--- src/rtl/shift_pkg.sv ---
// Shared definitions for the shift unit: operand width, shift-amount width
// and the operation encoding used on the request port.
package shift_pkg;

    localparam int WIDTH = 32;
    localparam int SHA_W = 5;

    typedef enum logic [1:0] {
        OP_SLL = 2'b00,
        OP_SRL = 2'b01,
        OP_SRA = 2'b10,
        OP_ROR = 2'b11
    } shift_op_e;

endpackage

--- src/rtl/shift_if.sv ---
// Request/response bundle for the shift unit.
//   request : in_valid, in_ready, op, in, sha
//   response: out_valid, out_ready, out, carry, zero, sign
// master = the side that issues requests and consumes results,
// slave  = the shift unit itself.
interface shift_if;
    import shift_pkg::*;

    logic              in_valid;
    logic              in_ready;
    shift_op_e         op;
    logic [WIDTH-1:0]  in;
    logic [SHA_W-1:0]  sha;

    logic              out_valid;
    logic              out_ready;
    logic [WIDTH-1:0]  out;
    logic              carry;
    logic              zero;
    logic              sign;

    modport master (
        output in_valid, op, in, sha, out_ready,
        input  in_ready, out_valid, out, carry, zero, sign
    );

    modport slave (
        input  in_valid, op, in, sha, out_ready,
        output in_ready, out_valid, out, carry, zero, sign
    );

endinterface

--- src/rtl/shift_core.sv ---
// Combinational 5-level logarithmic barrel shifter.
//   op    : shift type (SLL/SRL/SRA/ROR)
//   in    : operand
//   sha   : shift amount 0..31
//   out   : shifted result
//   carry : last bit shifted out (for ROR, the bit that lands in out[31])
// Each level shifts by 1/2/4/8/16 when its sha bit is set. Right shifts pick
// their fill per level: zeros (SRL), the sign bit (SRA) or the bits that fell
// off the bottom (ROR).
module shift_core
    import shift_pkg::*;
(
    input  shift_op_e         op,
    input  logic [WIDTH-1:0]  in,
    input  logic [SHA_W-1:0]  sha,
    output logic [WIDTH-1:0]  out,
    output logic              carry
);

    logic [WIDTH-1:0] x;
    logic [WIDTH-1:0] fill;
    logic [WIDTH-1:0] fill_mask;
    int               amt;
    logic [SHA_W-1:0] sll_idx;
    logic [SHA_W-1:0] sr_idx;

    always_comb begin
        // NOTE: combinational temporaries get a value on every path before
        // any conditional logic, otherwise synthesis infers latches.
        x         = in;
        fill      = '0;
        fill_mask = '0;
        amt       = 0;
        for (int k = 0; k < SHA_W; k++) begin
            if (sha[k]) begin
                amt       = 1 << k;
                // Upper 'amt' bits are the ones a right shift vacates.
                fill_mask = ~({WIDTH{1'b1}} >> amt);
                unique case (op)
                    OP_SRA:  fill = {WIDTH{x[WIDTH-1]}};
                    OP_ROR:  fill = x << (WIDTH - amt);
                    default: fill = '0;
                endcase
                // NOTE: blocking '=' here is deliberate: each level must see
                // the previous level's result within the same evaluation.
                if (op == OP_SLL) begin
                    x = x << amt;
                end else begin
                    x = (x >> amt) | (fill & fill_mask);
                end
            end
        end
        out = x;
    end

    always_comb begin
        // 32 - sha taken modulo 32; exact for sha in 1..31.
        sll_idx = SHA_W'(WIDTH) - sha;
        sr_idx  = sha - SHA_W'(1);
        carry   = 1'b0;
        if (sha != '0) begin
            if (op == OP_SLL) begin
                carry = in[sll_idx];
            end else begin
                carry = in[sr_idx];
            end
        end
    end

endmodule

--- src/rtl/shift_unit.sv ---
// Two-stage pipelined shift unit with valid/ready flow control.
//   clk   : clock, rising edge
//   rst_n : synchronous active-low reset
//   bus   : shift_if.slave (request in, result out with carry/zero/sign)
// S1 captures the request; S2 captures the barrel-shifter result and flags.
// S2 holds while its result is valid and not taken; S1 advances whenever S2
// is empty or emptying, so a full pipeline streams one result per cycle.
module shift_unit #(
    parameter int WIDTH = shift_pkg::WIDTH
) (
    input  logic  clk,
    input  logic  rst_n,
    shift_if.slave bus
);
    import shift_pkg::*;

    // Stage 1: registered request
    logic              s1_valid;
    shift_op_e         s1_op;
    logic [WIDTH-1:0]  s1_in;
    logic [SHA_W-1:0]  s1_sha;

    // Stage 2: registered result
    logic              s2_valid;
    logic [WIDTH-1:0]  s2_out;
    logic              s2_carry;
    logic              s2_zero;
    logic              s2_sign;

    logic [WIDTH-1:0]  core_out;
    logic              core_carry;

    logic              s2_free;
    logic              s1_adv;
    logic              in_ready;
    logic              in_fire;

    assign s2_free  = !s2_valid || bus.out_ready;
    assign s1_adv   = s1_valid && s2_free;
    assign in_ready = !s1_valid || s1_adv;
    assign in_fire  = bus.in_valid && in_ready;

    shift_core u_core (
        .op    (s1_op),
        .in    (s1_in),
        .sha   (s1_sha),
        .out   (core_out),
        .carry (core_carry)
    );

    always_ff @(posedge clk) begin
        // NOTE: sequential state uses non-blocking '<=' so every register
        // samples pre-edge values regardless of statement order.
        if (!rst_n) begin
            s1_valid <= 1'b0;
        end else if (in_fire) begin
            s1_valid <= 1'b1;
        end else if (s1_adv) begin
            s1_valid <= 1'b0;
        end
    end

    // NOTE: payload registers carry no reset; they are only observed when the
    // matching valid bit is set, and skipping the reset keeps them plain flops.
    always_ff @(posedge clk) begin
        if (in_fire) begin
            s1_op  <= bus.op;
            s1_in  <= bus.in;
            s1_sha <= bus.sha;
        end
    end

    always_ff @(posedge clk) begin
        if (!rst_n) begin
            s2_valid <= 1'b0;
            s2_out   <= '0;
            s2_carry <= 1'b0;
            s2_zero  <= 1'b1;
            s2_sign  <= 1'b0;
        end else if (s2_free) begin
            s2_valid <= s1_valid;
            if (s1_valid) begin
                s2_out   <= core_out;
                s2_carry <= core_carry;
                s2_zero  <= (core_out == '0);
                s2_sign  <= core_out[WIDTH-1];
            end
        end
    end

    assign bus.in_ready  = in_ready;
    assign bus.out_valid = s2_valid;
    assign bus.out       = s2_out;
    assign bus.carry     = s2_carry;
    assign bus.zero      = s2_zero;
    assign bus.sign      = s2_sign;

endmodule

--- src/flat_wrapper.sv ---
// flat-port wrapper written by rule: the top's interface ports become plain ports
module shift_unit_flat import shift_pkg::*;
#(
    parameter int WIDTH = shift_pkg::WIDTH
)
  (clk, rst_n, bus_in_valid, bus_op, bus_in, bus_sha, bus_out_ready, bus_in_ready, bus_out_valid, bus_out, bus_carry, bus_zero, bus_sign);
  shift_if bus_i ();
  input  logic clk;
  input  logic rst_n;
  input wire logic [$bits(bus_i.in_valid)-1:0] bus_in_valid;
  input wire logic [$bits(bus_i.op)-1:0] bus_op;
  input wire logic [$bits(bus_i.in)-1:0] bus_in;
  input wire logic [$bits(bus_i.sha)-1:0] bus_sha;
  input wire logic [$bits(bus_i.out_ready)-1:0] bus_out_ready;
  output wire logic [$bits(bus_i.in_ready)-1:0] bus_in_ready;
  output wire logic [$bits(bus_i.out_valid)-1:0] bus_out_valid;
  output wire logic [$bits(bus_i.out)-1:0] bus_out;
  output wire logic [$bits(bus_i.carry)-1:0] bus_carry;
  output wire logic [$bits(bus_i.zero)-1:0] bus_zero;
  output wire logic [$bits(bus_i.sign)-1:0] bus_sign;
  assign bus_i.in_valid = bus_in_valid;
  assign bus_i.op = bus_op;
  assign bus_i.in = bus_in;
  assign bus_i.sha = bus_sha;
  assign bus_i.out_ready = bus_out_ready;
  assign bus_in_ready = bus_i.in_ready;
  assign bus_out_valid = bus_i.out_valid;
  assign bus_out = bus_i.out;
  assign bus_carry = bus_i.carry;
  assign bus_zero = bus_i.zero;
  assign bus_sign = bus_i.sign;
  shift_unit #(.WIDTH(WIDTH)) u_core (.clk(clk), .rst_n(rst_n), .bus(bus_i));
endmodule
--- config.mk ---
export PLATFORM = sky130hd
export DESIGN_NAME = shift_unit_flat
export DESIGN_NICKNAME = d
export VERILOG_FILES = /design/src/rtl/shift_pkg.sv /design/src/rtl/shift_if.sv /design/src/rtl/shift_core.sv /design/src/rtl/shift_unit.sv /design/src/flat_wrapper.sv
export SDC_FILE = /design/constraint.sdc
export NUM_CORES = 1
export LEC_CHECK = 0
export BUFFER_PORTS_ARGS = -buffer_cell sky130_fd_sc_hd__buf_2
export CORE_MARGIN = 8
export CORE_UTILIZATION = 55
export CTS_BUF_LIST = sky130_fd_sc_hd__clkbuf_16
export CTS_CLUSTER_SIZE = 16
export DETAILED_ROUTE_END_ITERATION = 7
export PLACE_DENSITY_LB_ADDON = 0.1
export SKIP_LAST_GASP = 1
export SLEW_MARGIN = 20
export SYNTH_ARGS = -nofsm -noshare
export SYNTH_HDL_FRONTEND = slang
export SYNTH_HIERARCHICAL = 1
export SYNTH_SLANG_ARGS = --single-unit
--- constraint.sdc ---
create_clock -name clk -period 4.2 [get_ports clk]
set_input_delay 0.42 -clock clk [delete_from_list [all_inputs] [get_ports clk]]
set_output_delay 0.42 -clock clk [all_outputs]
set_load 0.01 [all_outputs]
==> flow_summary.json <==
{
  "io_pins": 80,
  "synth.most_common_cell": "nor2_1",
  "slowest_stage": "nor2_4",
  "setup_violations": 0,
  "max_freq_mhz": 273.4,
  "synthTopCellsByArea": "edfxtp_1 (14%), dfxtp_1 (8.6%), mux4_2 (7.8%), mux2i_1 (4.6%), a21oi_1 (4.4%)",
  "grt_pass1_vias": 8799,
  "cts_made_buffers": 9,
  "area.growth.synth_to_final_pct": 8.353,
  "fillCellCount": 1399,
  "overflow": 0,
  "antenna_found_initial": 0,
  "synth_cell_types": 80,
  "clock_power_share_pct": 27.9,
  "fp.dieW_um": 139.2,
  "ir_worst_vdd_mv": 0.2961,
  "rsz0062_at_grt": "false",
  "min_period_over_period_pct": 87.08,
  "cp.required_ns": 4.46,
  "power.density_nw_per_um2": 293.1,
  "dpl_cell_area_um2": 8758,
  "antennaDiodeCount": 0,
  "grt_use_total_pct": 34.68,
  "intPower_mw": 1.597,
  "comb_power_share_pct": 38.4,
  "vias": 9659,
  "cts_resized": 0,
  "synth_area_um2": 8343,
  "switching_share_pct": 39.73,
  "synth_fp_nets": 1090,
  "nets": 1101,
  "maxSlewHeadroom_pct": 30.72,
  "worstMarginPinSlew_ns": 1.032,
  "start_util_pct": 55.50,
  "hold_viol": 0,
  "cts_htree_levels": 3,
  "place.gp.congestion": 1.069,
  "endpoint_kind": "flip-flop",
  "viasPerCell": 7.733,
  "synth_seq_cells": 75,
  "avgSynthCellArea_um2": 7.984,
  "wl_per_cell_um": 27.76,
  "clkTransAtPathRegs_ns": 0.06,
  "ant_nets": 0,
  "crit_fanout": 62,
  "drtPass1Iterations": 6,
  "fp.dieArea_um2": 19370,
  "synthCells": 1045,
  "cts_buffer_depth": 2,
  "clock_skew_ns": 0.009626,
  "synthArstFlopShare_pct": 0,
  "grt_pass1_wl_um": 52950,
  "core_area_um2": 15030,
  "clk_latency_ns": 0.35,
  "synthTopCellsByCount": "nor2_1 (88), a21oi_1 (73), o21ai_0 (73)",
  "fin_util_pct": 60.13,
  "grt_max_degree": 84,
  "postCtsSetupRepairBufs": 0,
  "maxCapViolCount": 0,
  "crit_buf_inv": 2,
  "p_switching_mw": 1.053,
  "cp.arrival_ns": 3.91,
  "die_y_um": 139.2,
  "synth.top_cell.area_share_pct": 14.04,
  "dp_hpwl_um": 24600,
  "drc": 0,
  "placementRows": 45,
  "wl_um": 34680,
  "synth_warnings": 6,
  "synth_top_flop_cell": "edfxtp_1",
  "layout_min_cycle_time_ns": 3.657,
  "status": "finished clean",
  "cp_cell_sequence": "buf_12 > nor2_4 > buf_4 > nand3_1 > a21oi_1 > o22ai_1 > o31ai_1 > o22ai_1 > nor4_1 > nand4_1 > o311ai_2",
  "drtIter0Drc": 2070,
  "hold_path_class": "input pin to flip-flop",
  "slew_viol_final": 0,
  "io_buffers": 79,
  "synth_area_leader_cell": "edfxtp_1",
  "drive_gt1_share_pct": 20.08,
  "p_seq_share_pct": 33.7,
  "root_buffer": "clkbuf_16",
  "design_area_um2": 9040,
  "cts_tree": "built",
  "critPathTopFamily": "compound AO/OA/AOI/OAI gates",
  "crit_type": "flip-flop to flip-flop",
  "fin_tns_setup_ns": 0,
  "slowest_delay_ns": 0.50,
  "synth_edf_count": 39,
  "hold_buffers": 0,
  "leakage_nw": 3.171,
  "clock_sinks": 75,
  "critPathLaunchType": "flip-flop",
  "crit_top_cell": "o22ai_1",
  "synth_seq_area_share_pct": 22.68
}
## layout make-up
cell class | count | area [µm²] | share of cell area, %
multi-input cells | 839 | 5808 | 64.25
flip-flops and latches | 75 | 1892 | 20.93
repair buffers | 121 | 785.8 | 8.692
well taps | 188 | 235.2 | 2.602
clock buffers | 9 | 225.2 | 2.491
clock inverters | 7 | 56.30 | 0.6228
inverters | 10 | 37.54 | 0.4152
## logic make-up after synthesis
| group | Yosys count | synth area share [%] |
|---|---|---|
| XOR/XNOR | 5 | 0.5249 |
| buffers and inverters | 131 | 7.813 |
| flip-flops | 75 | 22.68 |
| AND/OR/NAND/NOR | 341 | 21.09 |
| multiplexers | 70 | 12.79 |
| adder cells (fa/ha/maj) | 2 | 0.2999 |
| AO/OA/AOI/OAI | 421 | 34.81 |
## flip-flops by register name (all words and copies together), names as in the netlist
| signal | flops |
|---|---|
| u_core/s1_valid | 1 |
| u_core/s1_in | 32 |
| u_core/bus.out | 32 |
| u_core/bus.out_valid | 1 |
| u_core/bus.zero | 1 |
| u_core/s1_op | 2 |
| u_core/s1_sha | 5 |
| u_core/bus.carry | 1 |
## stage by stage
stage / std cells / setup WS (ns) / hold WS (ns) / total power [mW]
after floorplan: 1045 / 0.8235 / 0.4971 / 1.553
after detailed placement: 1233 / 0.6470 / 0.4667 / 1.865
final: 1249 / 0.5428 / 0.2444 / 2.650
after global routing: 1249 / 0.3769 / 0.2361 / 2.733
after CTS: 1249 / 0.6421 / 0.2339 / 2.612
after global placement: 1233 / 0.7287 / 0.4627 / 1.865
## power by group through the flow
stage,combinational [mW],clock [mW],sequential [mW]
2_1_floorplan,0.684,0,0.869
3_3_place_gp,0.963,0,0.902
3_5_place_dp,0.961,0,0.903
4_1_cts,0.966,0.759,0.888
5_1_grt,1.06,0.779,0.895
6_report,1.02,0.741,0.892
## metal layers
metal	part of all wire, %	track usage, %	vias up
met5	0	0	-
met4	6.1	18.83	0
met3	14	9.535	195
met2	42	51.41	888
met1	37	44.96	4443
li1	-	-	4133
## layout by cell type, fill, tap and decap left out, types with 9 or more instances in the layout
cell        n
dfxtp_1    36
nor2b_1    11
a21oi_1    73
nor2_1     88
o221ai_1    9
o21ai_1    31
or3b_1     17
a221oi_1   10
nor3_1     27
o22ai_1    28
o211ai_1   11
a21boi_1   29
clkbuf_16   9
nand3_1    68
a211oi_1   22
nand2b_1   18
buf_2      79
mux4_2     29
buf_4      36
nor4_1     13
nand2_1    55
mux2i_1    38
a22oi_1    11
o21ai_0    73
a31oi_1    33
o32ai_1     9
edfxtp_1   39
or3b_2      9
a311oi_2   12
## worst paths after layout
path	to	depth (start not counted)	slack [ns]	start
hold reg to reg	u_core/bus.out[7]$_SDFFE_PN0P_	2	0.47	u_core/bus.out[7]$_SDFFE_PN0P_
hold / removal	u_core/s1_in[11]$_DFFE_PP_	1	0.24	bus_in[11]
setup / recovery	u_core/bus.zero$_SDFFE_PN1P_	11	0.54	u_core/s1_op[1]$_DFFE_PP_
setup reg to reg	u_core/bus.zero$_SDFFE_PN1P_	11	0.54	u_core/s1_op[1]$_DFFE_PP_
(Power assumes the default switching activity.)
